[src/rtl/multicycle_control.sv]
// Multi-cycle control path for the MIPS subset: sequences fetch/decode/execute/memory/write-back,
// with ready-handshake or fixed-latency memory waits, illegal-opcode halt and a retired counter.
module multicycle_control #(
  parameter bit USE_READY = 1'b1,
  parameter int MEM_LAT   = 1,
  parameter int CNT_W     = 32
) (
  input  logic             clk,
  input  logic             rst,
  input  logic [5:0]       op,
  input  logic [5:0]       fun,
  input  logic             equal,
  input  logic             sign,
  input  logic             mem_ready,
  output logic             IRWr,
  output logic             PCWr,
  output logic             nPC_sel,
  output logic             RegWr,
  output logic             RegDst,
  output logic             ExtOp,
  output logic             ALUSrc,
  output logic [2:0]       ALUctr,
  output logic             MemRd,
  output logic             MemWr,
  output logic             MemToReg,
  output logic             halt,
  output logic [CNT_W-1:0] retired
);

  typedef enum logic [2:0] {
    S_FETCH, S_DECODE, S_EXEC, S_MEM, S_WB, S_BRANCH, S_HALT
  } state_t;

  localparam logic [3:0] LAT_LAST = 4'(MEM_LAT - 1);

  state_t     state, state_nxt;
  logic [5:0] op_q, fun_q;
  logic [3:0] wait_cnt;
  logic       access, done, retire;
  logic [3:0] r_live, r_lat;
  logic       legal, is_branch_live;
  logic       is_rtype, is_addi, is_lw, is_sw, taken;

  // {legal, ALUctr} for an R-type funct field
  function automatic logic [3:0] r_decode(input logic [5:0] f);
    case (f)
      6'h20:   return {1'b1, 3'd2};
      6'h21:   return {1'b1, 3'd4};
      6'h22:   return {1'b1, 3'd6};
      6'h23:   return {1'b1, 3'd6};
      6'h24:   return {1'b1, 3'd0};
      6'h25:   return {1'b1, 3'd1};
      6'h00:   return {1'b1, 3'd5};
      6'h2A:   return {1'b1, 3'd3};
      6'h2B:   return {1'b1, 3'd7};
      default: return 4'b0000;
    endcase
  endfunction

  always_comb begin
    r_live         = r_decode(fun);
    r_lat          = r_decode(fun_q);
    is_branch_live = (op inside {6'h04, 6'h05, 6'h07});
    legal          = (op == 6'h00) ? r_live[3]
                                   : (op inside {6'h08, 6'h23, 6'h2B, 6'h04, 6'h05, 6'h07});
    is_rtype       = (op_q == 6'h00);
    is_addi        = (op_q == 6'h08);
    is_lw          = (op_q == 6'h23);
    is_sw          = (op_q == 6'h2B);
    case (op_q)
      6'h04:   taken = equal;
      6'h05:   taken = !equal;
      default: taken = !(equal | sign);
    endcase
    access = (state == S_FETCH) || (state == S_MEM);
    done   = USE_READY ? mem_ready : (wait_cnt == LAT_LAST);
    retire = (state == S_WB) || (state == S_BRANCH) || ((state == S_MEM) && is_sw && done);
  end

  always_ff @(posedge clk) begin
    if (rst) begin
      state    <= S_FETCH;
      wait_cnt <= 4'd0;
      retired  <= '0;
      op_q     <= 6'd0;
      fun_q    <= 6'd0;
    end else begin
      state <= state_nxt;
      if (!USE_READY && access && !done) wait_cnt <= wait_cnt + 4'd1;
      else                               wait_cnt <= 4'd0;
      if (retire) retired <= retired + {{(CNT_W-1){1'b0}}, 1'b1};
      if (state == S_DECODE) begin
        op_q  <= op;
        fun_q <= fun;
      end
    end
  end

  always_comb begin
    state_nxt = state;
    IRWr      = 1'b0;
    PCWr      = 1'b0;
    nPC_sel   = 1'b0;
    RegWr     = 1'b0;
    RegDst    = 1'b0;
    ExtOp     = 1'b0;
    ALUSrc    = 1'b0;
    ALUctr    = 3'd0;
    MemRd     = 1'b0;
    MemWr     = 1'b0;
    MemToReg  = 1'b0;
    halt      = 1'b0;
    case (state)
      S_FETCH: begin
        MemRd = 1'b1;
        if (done) begin
          IRWr      = 1'b1;
          PCWr      = 1'b1;
          state_nxt = S_DECODE;
        end
      end
      S_DECODE: begin
        if (!legal)              state_nxt = S_HALT;
        else if (is_branch_live) state_nxt = S_BRANCH;
        else                     state_nxt = S_EXEC;
      end
      S_EXEC, S_MEM, S_WB: begin
        // datapath selects stay valid through the access and the register write
        ExtOp  = is_addi | is_lw | is_sw;
        ALUSrc = is_addi | is_lw | is_sw;
        RegDst = is_rtype;
        ALUctr = is_rtype ? r_lat[2:0] : 3'd2;
        if (state == S_EXEC) begin
          state_nxt = (is_lw || is_sw) ? S_MEM : S_WB;
        end else if (state == S_MEM) begin
          MemRd = is_lw;
          MemWr = is_sw;
          if (done) state_nxt = is_lw ? S_WB : S_FETCH;
        end else begin
          RegWr     = 1'b1;
          MemToReg  = is_lw;
          state_nxt = S_FETCH;
        end
      end
      S_BRANCH: begin
        ALUctr    = 3'd6;
        PCWr      = taken;
        nPC_sel   = taken;
        state_nxt = S_FETCH;
      end
      S_HALT:  halt = 1'b1;
      default: state_nxt = S_FETCH;
    endcase
    // strobes stay quiet while reset is held, whatever state is being left
    if (rst) begin
      IRWr  = 1'b0;
      PCWr  = 1'b0;
      RegWr = 1'b0;
      MemRd = 1'b0;
      MemWr = 1'b0;
    end
  end

endmodule
[config.mk]
export PLATFORM = sky130hd
export DESIGN_NAME = multicycle_control
export DESIGN_NICKNAME = d
export VERILOG_FILES = /design/src/rtl/multicycle_control.sv
export SDC_FILE = /design/constraint.sdc
export NUM_CORES = 1
export LEC_CHECK = 0
export BUFFER_PORTS_ARGS = -buffer_cell sky130_fd_sc_hd__clkbuf_2
export CORE_MARGIN = 4
export CORE_UTILIZATION = 49
export CTS_BUF_LIST = sky130_fd_sc_hd__clkbuf_16
export DETAILED_ROUTE_END_ITERATION = 6
export GPL_TIMING_DRIVEN = 0
export PLACE_DENSITY_LB_ADDON = 0.12
export SYNTH_ARGS = -nofsm -noshare
export SYNTH_HDL_FRONTEND = slang
export SYNTH_SLANG_ARGS = --single-unit
export TNS_END_PERCENT = 20
[constraint.sdc]
create_clock -name clk -period 2.9 [get_ports clk]
set_input_delay 0.29 -clock clk [delete_from_list [all_inputs] [get_ports clk]]
set_output_delay 0.29 -clock clk [all_outputs]
set_load 0.01 [all_outputs]
# --- After elaboration in Yosys (flattened, before gate mapping) ---
# Cells that the tools add are included.
# Widths: inputs -> output; s select.
classes:
  add_sub_neg: 1
  eq_ne: 35
  n_mux: 39
  bitwise: 4
  n_reduce_logical: 18
op_table:
  columns: ["operator", "n"]
  rows:
  - ["$eq 6x6->1 const B", 20]
  - ["$add 32x1->32 const B", 1]
  - ["$pmux 4 s8", 1]
  - ["$eq 6x3->1 const B", 5]
  - ["$mux 3", 9]
  - ["$logic_not 6->1", 4]
  - ["$pmux 3 s8", 1]
  - ["$mux 1", 23]
  - ["$eq 6x4->1 const B", 2]
  - ["$pmux 3 s4", 1]
  - ["$eq 3x3->1 const B", 3]
  - ["$eq 3x2->1 const B", 2]
  - ["$pmux 1 s2", 3]
  - ["$pmux 3 s2", 1]
  - ["$reduce_bool 6->1", 1]
  - ["$ne 4x4->1 const B", 1]
  - ["$reduce_or 2->1", 2]
  - ["$eq 3x1->1 const B", 1]
  - ["$logic_not 3->1", 1]
  - ["$logic_or 1x1->1", 3]
  - ["$or 1x1->1", 3]
  - ["$reduce_and 3->1", 1]
  - ["$reduce_bool 3->1", 1]
  - ["$reduce_or 3->1", 1]
  - ["4 further kinds", 6]
word_totals:
  ff_bits: 47
  input_bits: 17
  output_inout_bits: 46

# --- Logic depth before layout (Yosys ltp) ---
logic_depth:
  depth_word: 6
  mapped_depth: 8

# --- Least setup slack after synthesis ---
# OpenSTA, ideal clock, no wires.
synth_path:
  path_type: "reg-to-reg"
  startpoint: "register state[1]"
  endpoint: "register retired[25]"
  arrival_ns: 1.947
  slack_ns: 0.882
  path_stages_with_launch: 7
  path_buffers: 1
  synth_period_minus_slack_ns: 2.018
  path_cell_list: "dfxtp_1 > buf_4 > or3b_4 > nor4_4 > o211ai_2 > or4_1 > a21oi_1"
synth_between:
  elab_chain_cells: 4
  word_cells_on_any_way: 7
synth_lines:
  columns: ["item", "line", "source"]
  rows:
  - ["from (decl)", "36", "state_t state, state_nxt;"]
  - ["from (signal assigned)", "88", "state <= state_nxt;"]
  - ["$eq 3x2->1", "77", "retire = (state == S_WB) || (state == S_BRANCH) || ((state == S_MEM) && is_sw && done);"]
  - ["$logic_and 1x1->1 (2 in series)", "77", null]
  - ["$logic_or 1x1->1 (*)", "77", null]
  - ["to (signal assigned)", "91", "if (retire) retired <= retired + {{(CNT_W-1){1'b0}}, 1'b1};"]
  - ["to (decl)", "27", "output logic [CNT_W-1:0] retired"]
# Every way passes the cells marked *; elsewhere a longest branch is shown, timed or not.
# A chain may end at the register's enable or synchronous reset.

# --- Final worst setup path ---
layout_path:
  startpoint: "register state[1]"
  endpoint: "register retired[23]"
# The elaborated chain is that of the path after synthesis.

==> impl_metrics.py <==
metrics = {
    "run_status": {
        "status": "finished clean",
    },
    "flow_run": {
        "maxCapViolCount": 0,
    },
    "global_route": {
        "grt_overflow": 0,
        "grt_max_degree": 15,
        "antenna_found_initial": 0,
        "gr-usage-all-layers": 0.203,
        "first_global_vias": 2280,
        "grt_pass1_wl_mm": 10.3,
    },
    "logic_synthesis": {
        "synth_area_sq_mm": 0.00250,
        "seq_area_frac_synth": 0.377,
        "avgSynthCellArea_sq_um": 8.01,
        "ys_seq_elements": 47,
        "synth_flop_cell": "dfxtp_1",
        "synth_top_area_share": 0.377,
        "async_flop_share": 0,
        "yosys_warnings": 0,
        "synth_commonest_cells": "dfxtp_1 (47), nor2_1 (47), o21ai_0 (26), a21oi_1 (23)",
        "syn_inst": 312,
        "synth.distinct_cells": 43,
        "syn-num-nets": 330,
        "synth_edf_count": 0,
        "yosys.area.top_type": "dfxtp_1",
        "synth_top_cells_by_area": "dfxtp_1 (38%), nor2_1 (7.1%), xor2_1 (5.3%)",
    },
    "setup_path": {
        "critical-path-slowest-cell": "nor4_4",
        "critPathLaunch": "state[1]$_SDFFE_PP0P_",
        "crit_arrival_ps": 2530,
        "worstSetupPathType": "flip-flop to flip-flop",
        "max_stage_delay_ps": 450,
        "crit_family": "simple AND/OR/NAND/NOR gates",
        "crit_path_start_kind": "flip-flop",
        "r2r_start": "state[1]$_SDFFE_PP0P_",
        "cp_max_fo": 10,
        "cp.buffers_inverters": 2,
        "crit_chain": "buf_4 -> or3b_4 -> nor4_4 -> o211ai_2 -> buf_2 -> or3_1 -> a21oi_1",
        "end_kind": "flip-flop",
        "crit_required_ps": 3110,
    },
    "clocking": {
        "cts_hold_buf": 0,
        "h-tree-depth": 2,
        "clkTransAtPathRegs_ps": 60,
        "numClockSinks": 47,
        "cts_resized": 0,
        "cts_root_buf": "clkbuf_16",
        "cts_tree": "built",
        "clk_latency_ps": 290,
        "cts_buffers": 5,
        "clockBufferDepth": 2,
        "post-cts-setup-buffer-count": 0,
    },
    "route": {
        "via_per_inst": 5.52,
        "drt_iter0_drc": 152,
        "routed_wl_mm": 6.13,
        "vias": 2480,
        "drcViolationCount": 0,
        "antenna_left": 0,
        "dr.pass1.iters": 4,
        "wl_per_cell_microns": 13.7,
    },
    "sta": {
        "fin_crit_sh": 0.798,
        "min_period_ps": 2310,
        "max_freq_mhz": 432,
        "setup_viol": 0,
        "hold_ws_ps": 271,
        "grt_setup_unrepaired": "no",
        "slew_headroom": 0.584,
        "fin_tns_setup_ps": 0,
        "maxSlewViolCount": 0,
        "tightest_slew_ps": 624,
        "final_hold_viol_count": 0,
        "worst_clock_skew_ps": 6.58,
    },
    "pwr": {
        "ir_drop_v": 0.000340,
        "fin_total_pwr_mw": 1.53,
        "powerDensity_mw_per_mm2": 500,
        "leakage_nw": 1.20,
    },
    "cells_and_area": {
        "synthToLayoutAreaGrowth_pct": 22.3,
        "final-instance-count-excl-fill": 449,
        "fillers": 458,
        "nets": 399,
        "drive_above_1_share": 0.215,
        "final_util": 0.635,
        "antenna_cells": 0,
    },
    "die": {
        "die_area_sq_mm": 0.00631,
        "std_cell_rows": 25,
        "die_height_microns": 79.4,
        "ios": 63,
        "die-width_microns": 79.4,
        "start_util": 0.519,
        "core_sq_mm": 0.00482,
    },
    "placed_design": {
        "post-place-cells": 441,
        "hpwl_mm": 4.54,
        "portBuffers": 62,
        "globalplace.congestion": 0.818,
    },
    "min_path": {
        "min-delay-start": "fun[0]",
        "min_path_type": "primary input to flip-flop",
    },
}
registers in the layout, summed over array words and instances (netlist names):
name and flops:
fun_q 6, op_q 6, retired 32, state 3
cell families (layout without fill, tap and decap cells):
logic type / after synthesis / in the layout / synth area share
simple gates: 131 / 131 / 0.277
fa+ha+maj: 2 / 2 / 0.00901
mux: 13 / 13 / 0.0521
flops: 47 / 47 / 0.377
compound gates: 74 / 74 / 0.179
xor+xnor: 17 / 17 / 0.0596
buf+inv: 28 / 98 / 0.0466
cell type report:
cell class | instances | area (sq um) | share of cell area
Tap cell | 67 | 83.8 | 0.0274
Timing Repair Buffer | 62 | 310 | 0.102
Inverter | 11 | 41.3 | 0.0135
Clock inverter | 3 | 38.8 | 0.0127
Sequential cell | 47 | 941 | 0.308
Clock buffer | 5 | 125 | 0.0409
Multi-Input combinational cell | 237 | 1440 | 0.472
Buffer | 17 | 75.1 | 0.0246
report_power, final:
group | total [mW] | switching (mW) | internal, mW
clock | 0.644 | 0.242 | 0.402
combinational | 0.193 | 0.113 | 0.0805
sequential | 0.690 | 0.0244 | 0.666
cell usage in the layout (no fill, tap or decap), drive strengths merged, types with 2 or more instances in the layout:
master,n
nor2,47
clkinv,2
and2,3
o2111ai,5
and4,2
or3,13
buf,6
a21oi,23
a31oi,2
inv,11
xnor2,2
nand2,15
xor2,15
o31ai,5
nor4b,3
nand4,3
or2,2
or4,3
o211ai,9
nor3,10
nor4,9
clkbuf,78
nand3,9
o21ai,26
mux2i,13
dfxtp,47
and3,5
nor2b,2
tightest hold or removal path, cell delays in order:
cell and delay [ps]:
clkbuf_2 90, mux2i_1 60, nor2_1 70
metal layers:
metal | global-route usage | routed length (microns) | up-vias
met5 | 0 | 0 | -
met2 | 0.350 | 2920 | 67
met1 | 0.261 | 2830 | 1133
li1 | - | - | 1270
met4 | 0.0515 | 76 | 0
met3 | 0.0384 | 299 | 10
stage by stage:
stage / cell area, sq um / setup slack, ps
after CTS: 3060 / 550
after global placement: 2890 / 614
after global routing: 3060 / 398
after detailed placement: 2890 / 580
after floorplan: 2500 / 882
final: 3060 / 585
final timing paths:
path                            cells after the start                       end  slack, ps
worst max-delay path                                7  retired[23]$_SDFFE_PP0P_        590
worst min-delay path                                3     fun_q[0]$_SDFFE_PP0P_        270
worst max register to register                      7  retired[23]$_SDFFE_PP0P_        590
worst min register to register                      2  retired[31]$_SDFFE_PP0P_        480
Note: power is estimated with default switching activity, not from simulation.
